<file path="config.mk">
export PLATFORM = sky130hd
export DESIGN_NAME = spi_slave_flat
export DESIGN_NICKNAME = d
export VERILOG_FILES = /design/src/rtl/spi_pkg.sv /design/src/rtl/spi_slave_if.sv /design/src/rtl/spi_sync_edge.sv /design/src/rtl/spi_slave.sv /design/src/flat_wrapper.sv
export SDC_FILE = /design/constraint.sdc
export NUM_CORES = 1
export LEC_CHECK = 0
export ABC_AREA = 0
export ABC_CLOCK_PERIOD_IN_PS = 2000
export BUFFER_PORTS_ARGS = -buffer_cell sky130_fd_sc_hd__clkbuf_2
export CAP_MARGIN = 0
export CORE_MARGIN = 1
export CORE_UTILIZATION = 55
export DETAILED_ROUTE_END_ITERATION = 8
export PLACE_DENSITY_LB_ADDON = 0.08
export REMOVE_ABC_BUFFERS = 1
export SYNTH_ARGS = -nofsm -noshare
export SYNTH_HDL_FRONTEND = slang
export SYNTH_HIERARCHICAL = 1
export SYNTH_SLANG_ARGS = --single-unit
</file>
<file path="constraint.sdc">
create_clock -name clk -period 2 [get_ports clk]
set_input_delay 0.1 -clock clk [delete_from_list [all_inputs] [get_ports clk]]
set_output_delay 0.1 -clock clk [all_outputs]
set_load 0.02 [all_outputs]
</file>
<file path="src/rtl/spi_pkg.sv">
// Shared SPI definitions: slave FSM states, {cpol,cpha} mode encodings and the
// default transfer width used by both the master and slave cores.
package spi_pkg;

  typedef enum logic [1:0] {
    WAIT_HI = 2'd0,
    IDLE    = 2'd1,
    ACTIVE  = 2'd2
  } slave_state_t;

  localparam logic [1:0] MODE0 = 2'b00;
  localparam logic [1:0] MODE1 = 2'b01;
  localparam logic [1:0] MODE2 = 2'b10;
  localparam logic [1:0] MODE3 = 2'b11;

  localparam int SPI_DATA_WIDTH = 8;

endpackage

</file>
<file path="src/rtl/spi_slave_if.sv">
// External SPI pin bundle; the master modport drives sclk/ss_n/mosi and the
// slave modport drives miso plus its pad output enable.
interface spi_slave_if;

  logic sclk;
  logic ss_n;
  logic mosi;
  logic miso;
  logic miso_oe;

  modport master (
    output sclk,
    output ss_n,
    output mosi,
    input  miso,
    input  miso_oe
  );

  modport slave (
    input  sclk,
    input  ss_n,
    input  mosi,
    output miso,
    output miso_oe
  );

endinterface

</file>
<file path="src/rtl/spi_sync_edge.sv">
// Multi-flop synchronizer for an asynchronous pin with a run-time reset value
// and single-cycle rise/fall pulses taken from the last stage plus one delay flop.
module spi_sync_edge #(
  parameter int SYNC_STAGES = 2
) (
  input  logic clk,
  input  logic reset,
  input  logic rst_val,
  input  logic d,
  output logic q,
  output logic rise,
  output logic fall
);

  logic [SYNC_STAGES-1:0] sync_q;
  logic                   dly_q;

  always_ff @(posedge clk) begin
    if (reset) begin
      sync_q <= {SYNC_STAGES{rst_val}};
      dly_q  <= rst_val;
    end else begin
      sync_q <= {sync_q[SYNC_STAGES-2:0], d};
      dly_q  <= sync_q[SYNC_STAGES-1];
    end
  end

  assign q    = sync_q[SYNC_STAGES-1];
  assign rise = q & ~dly_q;
  assign fall = ~q & dly_q;

endmodule

</file>
<file path="src/rtl/spi_slave.sv">
// SPI responder core: oversampled sclk/ss_n/mosi, all four cpol/cpha modes,
// back-to-back bytes per frame. Optional sticky frame_err via SPI_SLAVE_FRAME_ERR_EN.
module spi_slave
  import spi_pkg::*;
#(
  parameter int SYNC_STAGES = 2,
  parameter int DATA_WIDTH  = SPI_DATA_WIDTH
) (
  input  logic                  clk,
  input  logic                  reset,
  input  logic                  cpol,
  input  logic                  cpha,
  spi_slave_if.slave            bus,
  input  logic [DATA_WIDTH-1:0] tx_data,
  input  logic                  tx_wr,
  output logic                  tx_empty,
  output logic [DATA_WIDTH-1:0] rx_data,
  output logic                  done_tick,
  output logic                  busy
`ifdef SPI_SLAVE_FRAME_ERR_EN
  ,
  input  logic                  frame_err_clr,
  output logic                  frame_err
`endif
);

  localparam int CNT_W    = $clog2(DATA_WIDTH + 1);
  localparam int SETTLE_W = $clog2(SYNC_STAGES + 2);
  localparam logic [CNT_W-1:0]    LAST_BIT   = CNT_W'(DATA_WIDTH - 1);
  localparam logic [SETTLE_W-1:0] SETTLE_MAX = SETTLE_W'(SYNC_STAGES + 1);

  slave_state_t          state;
  logic                  sclk_q, sclk_rise, sclk_fall;
  logic                  ss_q, ss_rise, ss_fall;
  logic [SYNC_STAGES-1:0] mosi_sync;
  logic                  mosi_q;
  logic                  cpol_q, cpha_q;
  logic                  sclk_edge, lead_edge, trail_edge;
  logic                  sample_on_lead, sample_edge, drive_edge, hold_msb;
  logic [DATA_WIDTH-1:0] tx_buf, so_reg, si_reg, si_next;
  logic [CNT_W-1:0]      bit_cnt;
  logic [SETTLE_W-1:0]   settle_cnt;
  logic                  first;

  spi_sync_edge #(.SYNC_STAGES(SYNC_STAGES)) u_sclk_sync (
    .clk(clk), .reset(reset), .rst_val(cpol), .d(bus.sclk),
    .q(sclk_q), .rise(sclk_rise), .fall(sclk_fall)
  );

  spi_sync_edge #(.SYNC_STAGES(SYNC_STAGES)) u_ss_sync (
    .clk(clk), .reset(reset), .rst_val(1'b1), .d(bus.ss_n),
    .q(ss_q), .rise(ss_rise), .fall(ss_fall)
  );

  always_ff @(posedge clk) begin
    if (reset) mosi_sync <= '0;
    else       mosi_sync <= {mosi_sync[SYNC_STAGES-2:0], bus.mosi};
  end
  assign mosi_q = mosi_sync[SYNC_STAGES-1];

  // Mode is captured only outside a frame so a mid-frame change cannot corrupt it.
  always_ff @(posedge clk) begin
    if (state != ACTIVE) begin
      cpol_q <= cpol;
      cpha_q <= cpha;
    end
  end

  assign sclk_edge      = sclk_rise | sclk_fall;
  assign lead_edge      = sclk_edge & (sclk_q != cpol_q);
  assign trail_edge     = sclk_edge & (sclk_q == cpol_q);
  assign sample_on_lead = ({cpol_q, cpha_q} == MODE0) || ({cpol_q, cpha_q} == MODE2);
  assign sample_edge    = sample_on_lead ? lead_edge : trail_edge;
  assign drive_edge     = sample_on_lead ? trail_edge : lead_edge;
  assign si_next        = {si_reg[DATA_WIDTH-2:0], mosi_q};
  // A freshly loaded byte already shows its MSB; the first drive edge must not shift it.
  assign hold_msb       = first && (cpha_q || bit_cnt == '0);

  always_ff @(posedge clk) begin
    if (reset) begin
      state      <= WAIT_HI;
      busy       <= 1'b0;
      settle_cnt <= '0;
      tx_buf     <= '0;
      tx_empty   <= 1'b1;
      so_reg     <= '0;
      si_reg     <= '0;
      rx_data    <= '0;
      bit_cnt    <= '0;
      first      <= 1'b0;
      done_tick  <= 1'b0;
`ifdef SPI_SLAVE_FRAME_ERR_EN
      frame_err  <= 1'b0;
`endif
    end else begin
      done_tick <= 1'b0;
`ifdef SPI_SLAVE_FRAME_ERR_EN
      if (frame_err_clr) frame_err <= 1'b0;
`endif
      case (state)
        // Let the ss_n synchronizer flush its reset value before trusting it.
        WAIT_HI: begin
          if (settle_cnt != SETTLE_MAX) begin
            settle_cnt <= settle_cnt + 1'b1;
          end else if (ss_q) begin
            state <= IDLE;
          end
        end
        IDLE: begin
          if (ss_fall) begin
            so_reg   <= tx_buf;
            tx_empty <= 1'b1;
            bit_cnt  <= '0;
            first    <= 1'b1;
            state    <= ACTIVE;
            busy     <= 1'b1;
          end
        end
        ACTIVE: begin
          if (ss_rise) begin
`ifdef SPI_SLAVE_FRAME_ERR_EN
            if (bit_cnt != '0) frame_err <= 1'b1;
`endif
            bit_cnt <= '0;
            state   <= IDLE;
            busy    <= 1'b0;
          end else if (sample_edge) begin
            si_reg <= si_next;
            if (bit_cnt == LAST_BIT) begin
              rx_data   <= si_next;
              done_tick <= 1'b1;
              bit_cnt   <= '0;
              so_reg    <= tx_buf;
              tx_empty  <= 1'b1;
              first     <= 1'b1;
            end else begin
              bit_cnt <= bit_cnt + 1'b1;
            end
          end else if (drive_edge) begin
            first <= 1'b0;
            if (!hold_msb) so_reg <= {so_reg[DATA_WIDTH-2:0], 1'b0};
          end
        end
        default: begin
          state <= WAIT_HI;
          busy  <= 1'b0;
        end
      endcase
      // Host write wins over a same-cycle load; the load still took the old value.
      if (tx_wr) begin
        tx_buf   <= tx_data;
        tx_empty <= 1'b0;
      end
    end
  end

  assign bus.miso    = so_reg[DATA_WIDTH-1];
  assign bus.miso_oe = busy;

endmodule

</file>
<file path="src/flat_wrapper.sv">
// flat-port wrapper written by rule: the top's interface ports become plain ports
module spi_slave_flat import spi_pkg::*;
#(
  parameter int SYNC_STAGES = 2,
  parameter int DATA_WIDTH  = SPI_DATA_WIDTH
)
  (clk, reset, cpol, cpha, tx_data, tx_wr, tx_empty, rx_data, done_tick, busy, bus_sclk, bus_ss_n, bus_mosi, bus_miso, bus_miso_oe);
  spi_slave_if bus_i ();
  input  logic clk;
  input  logic reset;
  input  logic cpol;
  input  logic cpha;
  input  logic [DATA_WIDTH-1:0] tx_data;
  input  logic tx_wr;
  output logic tx_empty;
  output logic [DATA_WIDTH-1:0] rx_data;
  output logic done_tick;
  output logic busy;
  input wire logic [$bits(bus_i.sclk)-1:0] bus_sclk;
  input wire logic [$bits(bus_i.ss_n)-1:0] bus_ss_n;
  input wire logic [$bits(bus_i.mosi)-1:0] bus_mosi;
  output wire logic [$bits(bus_i.miso)-1:0] bus_miso;
  output wire logic [$bits(bus_i.miso_oe)-1:0] bus_miso_oe;
  assign bus_i.sclk = bus_sclk;
  assign bus_i.ss_n = bus_ss_n;
  assign bus_i.mosi = bus_mosi;
  assign bus_miso = bus_i.miso;
  assign bus_miso_oe = bus_i.miso_oe;
  spi_slave #(.SYNC_STAGES(SYNC_STAGES), .DATA_WIDTH(DATA_WIDTH)) u_core (.clk(clk), .reset(reset), .cpol(cpol), .cpha(cpha), .bus(bus_i), .tx_data(tx_data), .tx_wr(tx_wr), .tx_empty(tx_empty), .rx_data(rx_data), .done_tick(done_tick), .busy(busy));
endmodule
</file>
After elaboration in Yosys (flattened, before gate mapping)
Index checks and enable logic that the tools add are counted.
{ "totals": {"regBits": 53, "latchBits": 0, "ram_bits": 0, "rom_bits": 0, "inputBits": 16, "output_inout_bits": 13, "elab_cells": 108, "n_memories": 0} }
{ "op_classes": {"n_addsub": 2, "mul": 0, "div_mod_pow": 0, "n_lt_le_gt_ge": 0, "n_eq_ne": 21, "n_shift": 0, "mux": 34, "n_bitwise": 15, "n_reduce_logical": 18} }
{ "op_table": {"columns": ["cell", "count"], "rows": [
  ["$mux 8", 6],
  ["$mux 4", 4],
  ["$pmux 8 s2", 1],
  ["$mux 1", 13],
  ["$ne 3x2->1 const B", 4],
  ["$mux 2", 5],
  ["$ne 2x2->1 const B", 5],
  ["$reduce_and 5->1", 2],
  ["$reduce_and 3->1", 3],
  ["$not 1->1", 8],
  ["$pmux 4 s2", 1],
  ["$reduce_and 4->1", 2],
  ["$and 1x1->1", 6],
  ["$ne 3x1->1 const B", 2],
  ["$ne 3x3->1 const B", 2],
  ["$pmux 2 s3", 1],
  ["$reduce_and 6->1", 1],
  ["$add 4x1->4 const B", 1],
  ["$eq 2x2->1 const B", 2],
  ["$eq 4x3->1 const B", 1],
  ["$logic_not 2->1", 2],
  ["$logic_not 4->1", 1],
  ["$ne 2x1->1 const B", 2],
  ["$pmux 1 s2", 2],
  ["12 further kinds", 13]
]} }

Longest topological paths before layout
Gate-level depths: netlist (run 1).
{ "depth": {"ltp_word": 9, "depth_mapped": 7, "mapped_depth_nobuf": 6} }

Modules after synthesis
The synthesis (run 1) kept the hierarchy.
{ "by_module_without_submodules": {"columns": ["mod", "n_inst", "cells_each", "area_each_um2", "seq_area_each_um2"], "rows": [
  ["spi_slave", 1, 205, 2105.8, 960.9],
  ["spi_sync_edge", 2, 8, 106.4, 60.1]
]} }

Worst setup path before layout (run 1)
No wires, ideal clock.
{ "synth_path": {"path_kind": "flip-flop to flip-flop", "start": "register u_core.u_ss_sync.sync_q[1]", "end": "register u_core.rx_data[0]", "setup_ns": 0.128, "t_arrival_ns": 1.611, "path_slack_ns": 0.262, "path_stages_with_launch": 8, "path_buffers": 2, "synth_period_minus_slack_ns": 1.738, "cell_sequence": "dfxtp_1 nor2b_1 or3b_4 buf_6 nor4_4 buf_6 mux2i_1 nor2_1"} }
{ "synth_via": {"elab_chain_cells": 3} }
{ "synth_lines": {"columns": ["item", "line", "text"], "rows": [
  ["start, declared", "spi_sync_edge.sv:15", "logic [SYNC_STAGES-1:0] sync_q;"],
  ["start signal, assigned", "spi_sync_edge.sv:20", "sync_q <= {SYNC_STAGES{rst_val}};"],
  ["start signal, assigned", "spi_sync_edge.sv:23", "sync_q <= {sync_q[SYNC_STAGES-2:0], d};"],
  ["$and 1x1->1", "spi_sync_edge.sv:29", "assign rise = q & ~dly_q;"],
  ["named net u_core.ss_rise", "spi_slave.sv:34", "logic ss_q, ss_rise, ss_fall;"],
  ["$not 1->1 (no line)", null, null],
  ["$reduce_and 4->1 (no line)", null, null],
  ["end signal, assigned", "spi_slave.sv:130", "rx_data <= si_next;"],
  ["end, declared", "spi_slave.sv:17", "output logic [DATA_WIDTH-1:0] rx_data,"]
]} }
The timed path passes the listed nets, and every way through them passes these cells.
A chain may end at the register's enable or synchronous reset.

Worst setup path after layout (run 1)
{ "layout_path": {"start": "register u_core.u_ss_sync.sync_q[1]", "end": "register u_core.so_reg[1]"} }
{ "layout_via": {"word_cells_on_any_way": 6, "classes_between": "2 x eq/ne; 3 x bitwise; 1 x reduce/logical"} }
{ "layout_lines": {"columns": ["item", "line", "text"], "rows": [
  ["$and 1x1->1", "spi_sync_edge.sv:29", null],
  ["named net u_core.ss_rise", "spi_slave.sv:34", null],
  ["$ne 2x2->1 (no line)", null, null],
  ["$reduce_and 6->1 (no line)", null, null],
  ["end signal, assigned", "spi_slave.sv:111", "so_reg <= tx_buf;"],
  ["end signal, assigned", "spi_slave.sv:133", "so_reg <= tx_buf;"],
  ["end signal, assigned", "spi_slave.sv:141", "if (!hold_msb) so_reg <= {so_reg[DATA_WIDTH-2:0], 1'b0};"],
  ["end, declared", "spi_slave.sv:40", "logic [DATA_WIDTH-1:0] tx_buf, so_reg, si_reg, si_next;"]
]} }
The timed path passes the listed nets, and every way through them passes these cells.

==> results of run 1 <==
-- report_power, final --
group	switching [mW]	total, mW	internal (mW)
clock	0.333	0.583	0.250
sequential	0.0325	1.15	1.12
combinational	0.142	0.260	0.118
total	0.507	1.99	1.48
-- placed cells by master (no fill, tap or decap), drive strengths merged, types with 5 or more instances in the layout --
master and count:
dfxtp 51, nor2 34, clkbuf 34, mux2i 31, a21oi 13, buf 10, a31oi 7, nor2b 7
a211oi 7, mux2 6, inv 6, o21ai 5
-- final timing paths --
kind	slack (ps)	endpoint
worst max-delay path	100	u_core/so_reg[1]
worst min register to register	450	u_core/mosi_sync[1]
worst min-delay path	20	u_core/mosi_sync[0]
worst max register to register	100	u_core/so_reg[1]
-- per-stage QoR --
| step | setup WS, ps | instances |
|---|---|---|
| CTS | 122.6 | 308 |
| global route | 14.29 | 308 |
| finish | 95.24 | 308 |
| detailed placement | 133.6 | 299 |
| floorplan | -187.5 | 211 |
| global placement | 147.7 | 299 |
-- cell type report --
cell class	count	share of cell area [%]
Tap cell	50	2.373
Clock buffer	6	2.753
Timing Repair Buffer	39	9.018
Clock inverter	2	0.5221
Multi-Input combinational cell	153	43.62
Sequential cell	53	41.01
Inverter	5	0.7119
-- cells by family after synthesis --
| family | count (synthesis) |
|---|---|
| adders and majority gates | 3 |
| buffers and inverters | 17 |
| AOI/OAI and AO/OA | 37 |
| other | 1 |
| and+or+nand+nor | 70 |
| DFF | 53 |
| xor gates and xnor gates | 3 |
| muxes | 37 |
-- metal layers --
layer,up-vias,share of wire (%),track usage [%]
li1,852,-,-
met1,761,51,26.79
met2,40,44,29.29
met3,6,4.0,5.479
met4,0,1.2,7.181
met5,-,0,0
==> summary.md, run 1 <==
| Metric | Value |
|---|---|
| Largest family of logic cells by synthesized area | `simple AND/OR/NAND/NOR gates` |
| RePlAce Congestion | `approximately 0.76` |
| CTS tree | `built` |
| Slowest CP cell | `or3b_4` |
| Area growth from synthesis to layout | `13.71%` |
| Initial antenna violation count | `0` |
| Area post-placement | `around 2500 sq um` |
| Post-layout minimum cycle time | `1905 ps` |
| Outcome | `finished, final reports clean` |
| Number of synthesized flops with an enable pin | `2` |
| CTS H-tree depth | `2` |
| Fill cells | `approximately 360` |
| Maxcap violations | `0` |
| Skew-Pair Late Insertion Delay | `about 290 ps` |
| Crit-path leading delay family | `simple AND/OR/NAND/NOR gates` |
| Final hold slack | `19.11 ps` |
| Count leader, synth | `dfxtp_1` |
| Crit. path cell count | `5` |
| Inserted Diodes | `0` |
| Footprint of the multi-input gates | `between 1000 and 1500 sq um` |
| Post-synthesis register bit count | `53` |
| Reg clk slew, reported paths | `about 90 ps` |
| Port-buffer cells | `28` |
| CP Buf/Inv Count | `0` |
| Die Area | `approximately 4500 sq um` |
| LEAKAGE | `1.096 nW` |
| Post-CTS Setup Inserts | `0` |
| Crit end category | `register` |
| Post-Route Skew | `about 5 ps` |
| Register area | `between 1000 and 1500 sq um` |
| Setup violations, final | `0` |
| GRT Util Overall | `19.66%` |
| Max Transition Viols Final | `0` |
| Die height | `approximately 67 um` |
| Top cells by area, synth | `dfxtp_1 (44%), mux2i_1 (13%), nor2_1 (5.3%)` |
| Wirelength, routed | `3.980 mm` |
| Vias in the first global route | `around 1500` |
| First-pass GRT wire length | `between 6 and 7 mm` |
| Max clock buf depth | `2` |
| CP required | `2170 ps` |
| Synth Area in Adders | `approximately 1.6%` |
| Min-delay src | `bus_mosi` |
| TritonRoute pass-1 iters | `4` |
| Compound-cell area share of the yosys netlist | `a little under an eighth` |
| Post-synthesis mux area share | `between 15 and 20%` |
| Mapped cell area | `between 2000 and 2500 sq um` |
| Synth unique cells | `between 40 and 50` |
| Final hold violations | `0` |
| Hold path cells | `2` |
| Final setup TNS | `0 ps` |
| Share of post-route cells with drive strength above 1 | `around a quarter` |
| Min-Delay Path Class | `in -> reg` |
| Commonest cells in the synthesized netlist | `dfxtp_1 (51), nor2_1 (33), mux2i_1 (31)` |
| Slew at the pin closest to its max-slew limit | `about 620 ps` |
| CTS sink count | `53` |
| Power per Cell Area | `755.1 nW/um^2` |
| CTS Root Cell | `clkbuf_8` |
| Cell taking the most area after synthesis | `dfxtp_1` |
| Final net count | `between 200 and 300` |
| Core Region | `about 4000 sq um` |
| Post-route core utilization | `approximately two thirds` |
| R2R depth | `5` |
| RSZ-0062 raised after global routing | `false` |
| Via density | `between 5 and 6` |
| DRC errors left | `0` |
| Yosys Warn Count | `6` |
| CP Cell Sequence | `nor2b_1 -> or3b_4 -> o21ai_0 -> and3_1 -> a211oi_1` |
| Gate Count Post-Synth | `221` |
| CTS Buf Count | `5` |
| CP startpoint kind | `register` |
| Design area | `around 2600 sq um` |
| Highest Clock Rate | `between 500 and 600 MHz` |
| Xor and xnor area share after synthesis | `roughly 2.4%` |
| Syn_area_per_cell | `10.49 sq um` |
| Total grt overflow | `0` |
| Worst R2R Start | `u_core/u_ss_sync/sync_q[1]` |
| Iteration-0 DRC Markers | `between 90 and 100` |
| Fin crit share | `a little over nine tenths` |
| Starting Density | `a little under three fifths` |
| Largest net degree at the start of global routing | `31` |
| Post-synthesis simple-gate area fraction | `between 10% and 20%` |
| Die W | `approximately 67 um` |
| DP Wirelength | `approximately 2.8 mm` |
| Top_reg_cell synth | `dfxtp_1` |
| Cts repair resizes | `0` |
| Post-route ant nets | `0` |
| Cell Rows | `23` |
| Relative slew slack | `about three fifths` |
| Hold_buf cts | `1` |
| WL/cell | `12.92 um` |
| Post-synth top area share | `between 40% and 50%` |
| Worst Path Max Fanout | `11` |
| Crit path launch | `u_core/u_ss_sync/sync_q[1]` |
| I/O pin cnt | `29` |
| Asr flop ratio synth | `0%` |
| Crit path arrival time | `2080 ps` |
| Register area share after synthesis | `about 47%` |
| CP max stage delay | `about 470 ps` |
| VDD IR max | `0.4487 mV` |
| Power Total | `between 1.5 and 2 mW` |
| DR vias | `roughly 1700` |
| Setup CP Type | `reg -> reg` |
(Power assumes the default switching activity.)
==> run 2: changes to the inputs <==
- RECOVER_POWER: unset -> 100
==> run 2 against run 1 <==
Effect of this change:
- routed wire length is 0.30% higher
- first-iteration DRC count fell by 4.2%
- core utilization down 1.5 points
- clock skew barely moved
- non-clock buffer count is the same
- fmax is 2.8% higher
- clock power increased by 0.7%
==> summary.md, run 2 (same netlist as run 1, synthesis figures left out) <==
| Metric | Value |
|---|---|
| Outcome | `finished, final reports clean` |
| Core Region | `around 4000 sq um` |
| Inserted Diodes | `0` |
| Power Total | `about 2 mW` |
| Max clock buf depth | `2` |
| WL met3 | `about 160 um` |
| CTS Buf Count | `5` |
| CP required | `2160 ps` |
| Die Area | `4479 sq um` |
| Reg2reg setup slack | `around 150 ps` |
| Starting Density | `between 50 and 60%` |
| Final setup TNS | `0 ps` |
| Fin crit share | `92.66%` |
| Max Transition Viols Final | `0` |
| First-pass GRT wire length | `around 6.6 mm` |
| R2R depth | `6` |
| Met2 WL post-DR | `around 1.7 mm` |
| CP startpoint kind | `register` |
| Most frequent cells in the layout | `dfxtp_1 (51), nor2_1 (33), mux2i_1 (31)` |
| Iteration-0 DRC Markers | `between 90 and 100` |
| Worst R2R Start | `u_core/u_ss_sync/sync_q[1]` |
| Post-route core utilization | `around 64%` |
| RSZ-0062 raised after global routing | `false` |
| Power per Cell Area | `769.7 nW/um^2` |
| CTS sink count | `53` |
| I/O pin cnt | `29` |
| FF-to-FF End | `u_core/rx_data[0]` |
| Wirelength, routed | `between 3 and 4 mm` |
| Highest Clock Rate | `539.6 MHz` |
| Via density | `5.383` |
| Hold path cells | `2` |
| Crit end category | `register` |
| Cell Rows | `23` |
| Skew-Pair Late Insertion Delay | `roughly 300 ps` |
| RePlAce Congestion | `approximately 0.76` |
| WL met1 | `roughly 2.0 mm` |
| Largest net degree at the start of global routing | `31` |
| Die W | `between 60 and 70 um` |
| Share of post-route cells with drive strength above 1 | `15.89%` |
| WL/cell | `12.96 um` |
| Post-Route Skew | `roughly 5.3 ps` |
| Placed cells | `299` |
| Initial antenna violation count | `0` |
| CTS Root Cell | `clkbuf_8` |
| DRC errors left | `0` |
| Area growth from synthesis to layout | `11.06%` |
| Post-CTS Setup Inserts | `0` |
| Cts repair resizes | `0` |
| Final hold violations | `0` |
| Maxcap violations | `0` |
| CTS H-tree depth | `2` |
| TritonRoute pass-1 iters | `4` |
| Vias in the first global route | `approximately 1500` |
| Final net count | `roughly 280` |
| DR vias | `roughly 1700` |
| Setup CP Type | `reg -> reg` |
| Crit path arrival time | `between 2000 and 2500 ps` |
| CTS tree | `built` |
| LEAKAGE | `1.024 nW` |
| DP Wirelength | `approximately 2.8 mm` |
| Post-layout minimum cycle time | `around 1900 ps` |
| VDD IR max | `roughly 0.45 mV` |
| Min-delay src | `bus_mosi` |
| Relative slew slack | `roughly three fifths` |
| Worst Path Max Fanout | `11` |
| Min-Delay Path Class | `in -> reg` |
| Setup violations, final | `0` |
| Footprint of the multi-input gates | `1124 sq um` |
| Hold_buf cts | `1` |
| Reg clk slew, reported paths | `roughly 90 ps` |
| Top sig layer | `met4` |
| Commonest non-fill, non-tap cell in the layout | `dfxtp_1` |
| Final non-filler cell total | `just over 300` |
| GRT Util Overall | `roughly a fifth` |
| Slew at the pin closest to its max-slew limit | `a little over 600 ps` |
| Die height | `66.93 um` |
| Hold Path Sink | `u_core/mosi_sync[0]` |
| Register area | `1081 sq um` |
| Fill cells | `373` |
| Total grt overflow | `0` |
| Post-route ant nets | `0` |
| Port-buffer cells | `28` |
==> run 2: metal layers <==
layer	up-vias	track usage (%)
met2	42	29.29
met5	-	0
met1	761	26.79
li1	851	-
met3	4	5.479
met4	0	7.181
==> run 2: critical path, cell delays in order (launching register included) <==
cell and delay [ps]:
dfxtp_1 340, nor2b_1 160, or3b_4 450, nor4_4 350
buf_12 180, mux2i_1 180, nor2_1 50
==> run 2: how the worst max path moves through the flow <==
stage	start	to	slack, ps	cells past startpoint
after floorplan	u_core/u_ss_sync/sync_q[1]	u_core/so_reg[1]	-190	5
after global placement	u_core/u_ss_sync/sync_q[1]	u_core/rx_data[1]	150	6
after detailed placement	u_core/u_ss_sync/sync_q[1]	u_core/so_reg[7]	130	5
after CTS	u_core/u_ss_sync/sync_q[1]	u_core/rx_data[0]	120	6
after global routing	u_core/state[0]	u_core/bit_cnt[3]	10	6
final	u_core/u_ss_sync/sync_q[1]	u_core/rx_data[0]	150	6
==> run 2: report_power, final <==
group | internal (mW) | switching [mW] | total (mW)
clock | 0.250 | 0.336 | 0.587
combinational | 0.111 | 0.136 | 0.247
sequential | 1.12 | 0.0324 | 1.15
==> run 2: layout make-up <==
cell class	count	share of cell area, %
clock buffer	6	2.818
clock inverter	2	0.5345
inverter	5	0.7289
multi-input combinational	153	43.63
sequential	53	41.98
tap	50	2.430
timing repair buffer	39	7.872
==> run 2: per-stage QoR <==
stage / setup WS, ps / hold slack [ps] / instance area [sq um]
global route: 13.76 / 1.812 / 2575
floorplan: -187.5 / 164.6 / 2250
detailed placement: 133.6 / 283.4 / 2540
global placement: 147.7 / 283.4 / 2540
CTS: 122.6 / 12.41 / 2636
finish: 146.8 / 20.02 / 2575
==> run 3: changes to the inputs <==
- SLEW_MARGIN: unset -> 20
- SYNTH_HIERARCHICAL: 1 -> unset
==> run 3 against run 2 <==
Effect of this change:
- synthesized cell count grew 2.3%
- power grew 38%
- non-clock buffer count shrank 2
- first-iteration DRC count grew 44%
- worst hold slack lost 4.7 ps
- synthesized area shrank 1.3%
- register-to-register slack lost 110 ps
- clock power grew 18%
- sequential cell count is the same
- cell count grew 0.97%
- clock skew is essentially flat
- design area grew 3.0%
==> summary.md, run 3 <==
| Metric | Value |
|---|---|
| Final non-filler cell total | `about 310` |
| Xor and xnor area share after synthesis | `less than 1%` |
| CP Buf/Inv Count | `1` |
| Post-layout minimum cycle time | `around 2000 ps` |
| CTS tree | `built` |
| Slew at the pin closest to its max-slew limit | `about 730 ps` |
| Iteration-0 DRC Markers | `131` |
| Largest net degree at the start of global routing | `38` |
| Dpl ws | `-9.631 ps` |
| I/O pin cnt | `29` |
| Compound-cell area share of the yosys netlist | `around 14%` |
| LEAKAGE | `approximately 1.1 nW` |
| Post-Route Skew | `5.503 ps` |
| CTS Root Cell | `clkbuf_8` |
| Largest family of logic cells by synthesized area | `multiplexers` |
| Combinational share of power | `29.5%` |
| Share of post-route cells with drive strength above 1 | `around 16%` |
| Setup CP Type | `reg -> reg` |
| DP Wirelength | `approximately 2.7 mm` |
| Final hold violations | `0` |
| Yosys Warn Count | `0` |
| Max Transition Viols Final | `0` |
| Inserted Diodes | `0` |
| Post-CTS Setup Inserts | `0` |
| Post-route ant nets | `0` |
| Die W | `roughly 66 um` |
| Synth Area in Adders | `roughly 3.8%` |
| Setup ws final | `about 32 ps` |
| CTS Buf Count | `5` |
| Fin crit share | `around 98%` |
| Vias in the first global route | `1481` |
| CTS H-tree depth | `2` |
| Post-synthesis mux area share | `between 10% and 20%` |
| Skew-Pair Late Insertion Delay | `300 ps` |
| R2R depth | `6` |
| Outcome | `finished, final reports clean` |
| Gate Count Post-Synth | `around 230` |
| WL/cell | `roughly 12 um` |
| Relative slew slack | `51.18%` |
| CP max stage delay | `520 ps` |
| Crit path arrival time | `approximately 2200 ps` |
| Hold path cells | `2` |
| Cell taking the most area after synthesis | `dfxtp_1` |
| GRT Util Overall | `between 10% and 20%` |
| NetSw | `0.8372 mW` |
| Cell Rows | `23` |
| Register area share after synthesis | `between 40% and 50%` |
| Net Sw Frac | `slightly above 30%` |
| Crit. path cell count | `6` |
| Area growth from synthesis to layout | `15.97%` |
| Crit-path leading delay family | `simple AND/OR/NAND/NOR gates` |
| Commonest non-fill, non-tap cell in the layout | `dfxtp_1` |
| Post-synthesis simple-gate area fraction | `14.72%` |
| Via density | `between 5 and 6` |
| Reg clk slew, reported paths | `about 90 ps` |
| Final hold slack | `~15 ps` |
| Min-Delay Path Class | `in -> reg` |
| Power Total | `roughly 2.7 mW` |
| Top_reg_cell synth | `dfxtp_1` |
| Asr flop ratio synth | `0%` |
| Mapped cell area | `roughly 2300 sq um` |
| Top cells by area, synth | `dfxtp_1 (45%), mux2i_1 (15%), nor2_1 (5.1%)` |
| Worst Path Max Fanout | `6` |
| Flop pwr share | `45.2%` |
| CTS sink count | `53` |
| Crit end category | `register` |
| Die Area | `between 4000 and 5000 sq um` |
| Syn_area_per_cell | `approximately 10 sq um` |
| Placed cells | `300` |
| DR vias | `1637` |
| Slowest CP cell | `or4_1` |
| VDD IR max | `between 0.7 and 0.8 mV` |
| Core Region | `4000 sq um` |
| RSZ-0062 raised after global routing | `true` |
| Clock power share | `25.3%` |
| Maxcap violations | `0` |
| P_int | `between 1.5 and 2 mW` |
| Starting Density | `~57%` |
| Wirelength, routed | `a little under 4 mm` |
| First-pass GRT wire length | `6.499 mm` |
| CP Cell Sequence | `xnor2_2 -> mux2i_4 -> buf_6 -> a31o_1 -> or4_1 -> a21oi_1` |
| Setup violations, final | `0` |
| Post-synthesis register bit count | `between 50 and 60` |
| Die height | `66.49 um` |
| Total grt overflow | `0` |
| Post-synth top area share | `44.64%` |
| Final net count | `283` |
| Number of synthesized flops with an enable pin | `2` |
| CP startpoint kind | `register` |
| Synth unique cells | `42` |
| Commonest cells in the synthesized netlist | `dfxtp_1 (51), mux2i_1 (35), nor2_1 (31)` |
| RePlAce Congestion | `about 0.80` |
| Power per Cell Area | `between 1000 and 1500 nW/um^2` |
| CP required | `~2200 ps` |
| Most frequent cells in the layout | `dfxtp_1 (51), mux2i_1 (34), nor2_1 (31)` |
| DRC errors left | `0` |
| Port-buffer cells | `28` |
| Highest Clock Rate | `between 500 and 600 MHz` |
| Count leader, synth | `dfxtp_1` |
| Initial antenna violation count | `0` |
| Max clock buf depth | `2` |
| TritonRoute pass-1 iters | `4` |
-- run 3: changes by cell type in the layout (fill, tap and decap cells not counted), moves of 4 or more --
cell      delta
a21oi_1      -4
nand2_1      +6
inv_1        +5
mux2_2       -6
a31oi_1      -6
a211oi_2     +7
-- run 3: area by class of cell --
cell class	instances	area [sq um]
Fill cell	353	1348
Multi-Input combinational cell	153	1142
Sequential cell	53	1081
Timing Repair Buffer	37	222.7
Clock buffer	6	72.57
Tap cell	50	62.56
Inverter	10	37.54
Clock inverter	2	33.78
-- run 3: worst paths after layout --
| check | from | endpoint | slack [ps] |
|---|---|---|---|
| setup / recovery | u_core.cpha_q | u_core.bit_cnt[3] | 30 |
| hold / removal | bus_mosi | u_core.mosi_sync[0] | 20 |
| setup reg to reg | u_core.cpha_q | u_core.bit_cnt[3] | 30 |
| hold reg to reg | u_core.u_ss_sync.sync_q[0] | u_core.u_ss_sync.sync_q[1] | 410 |
-- run 3: layer usage --
| layer | GRT usage (%) | vias up | wire, um |
|---|---|---|---|
| met2 | 30.74 | 30 | 1757 |
| met4 | 5.851 | 0 | 45 |
| li1 | - | 857 | - |
| met1 | 26.07 | 745 | 1912 |
| met3 | 5.651 | 5 | 152 |
| met5 | 0 | - | 0 |
-- run 3: kinds of logic (layout without fill, tap and decap cells) --
group	Yosys count	count (layout)
simple gates	67	67
mux	36	36
buf+inv	20	55
xor+xnor	2	2
fa+ha+maj	7	7
flops	53	53
compound gates	41	41
-- run 3: power by group through the flow --
stage	clock network [mW]	logic (mW)	registers [mW]
after CTS	0.717	0.796	1.24
after floorplan	0	0.584	1.26
after global placement	0	0.772	1.26
after detailed placement	0	0.777	1.26
after global routing	0.759	0.905	1.26
final	0.695	0.808	1.24
-- run 3: timing repair --
action | in CTS | in global routing
pin swaps | 0 | 1
hold buffers | 3 | 0
gates resized for setup | 1 | 4
endpoints found under the setup margin | 8 | 18
hold endpoints to repair | 3 | 0
-- run 3: per-stage QoR --
step / area [sq um] / TNS (ps) / util (%)
after floorplan: 2238 / -1963 / -
after global placement: 2511 / 0 / 62.78
after detailed placement: 2511 / -9.631 / 62.78
after global routing: 2653 / -51.47 / 66.31
after CTS: 2651 / 0 / 66.28
final: 2653 / 0 / 66.31
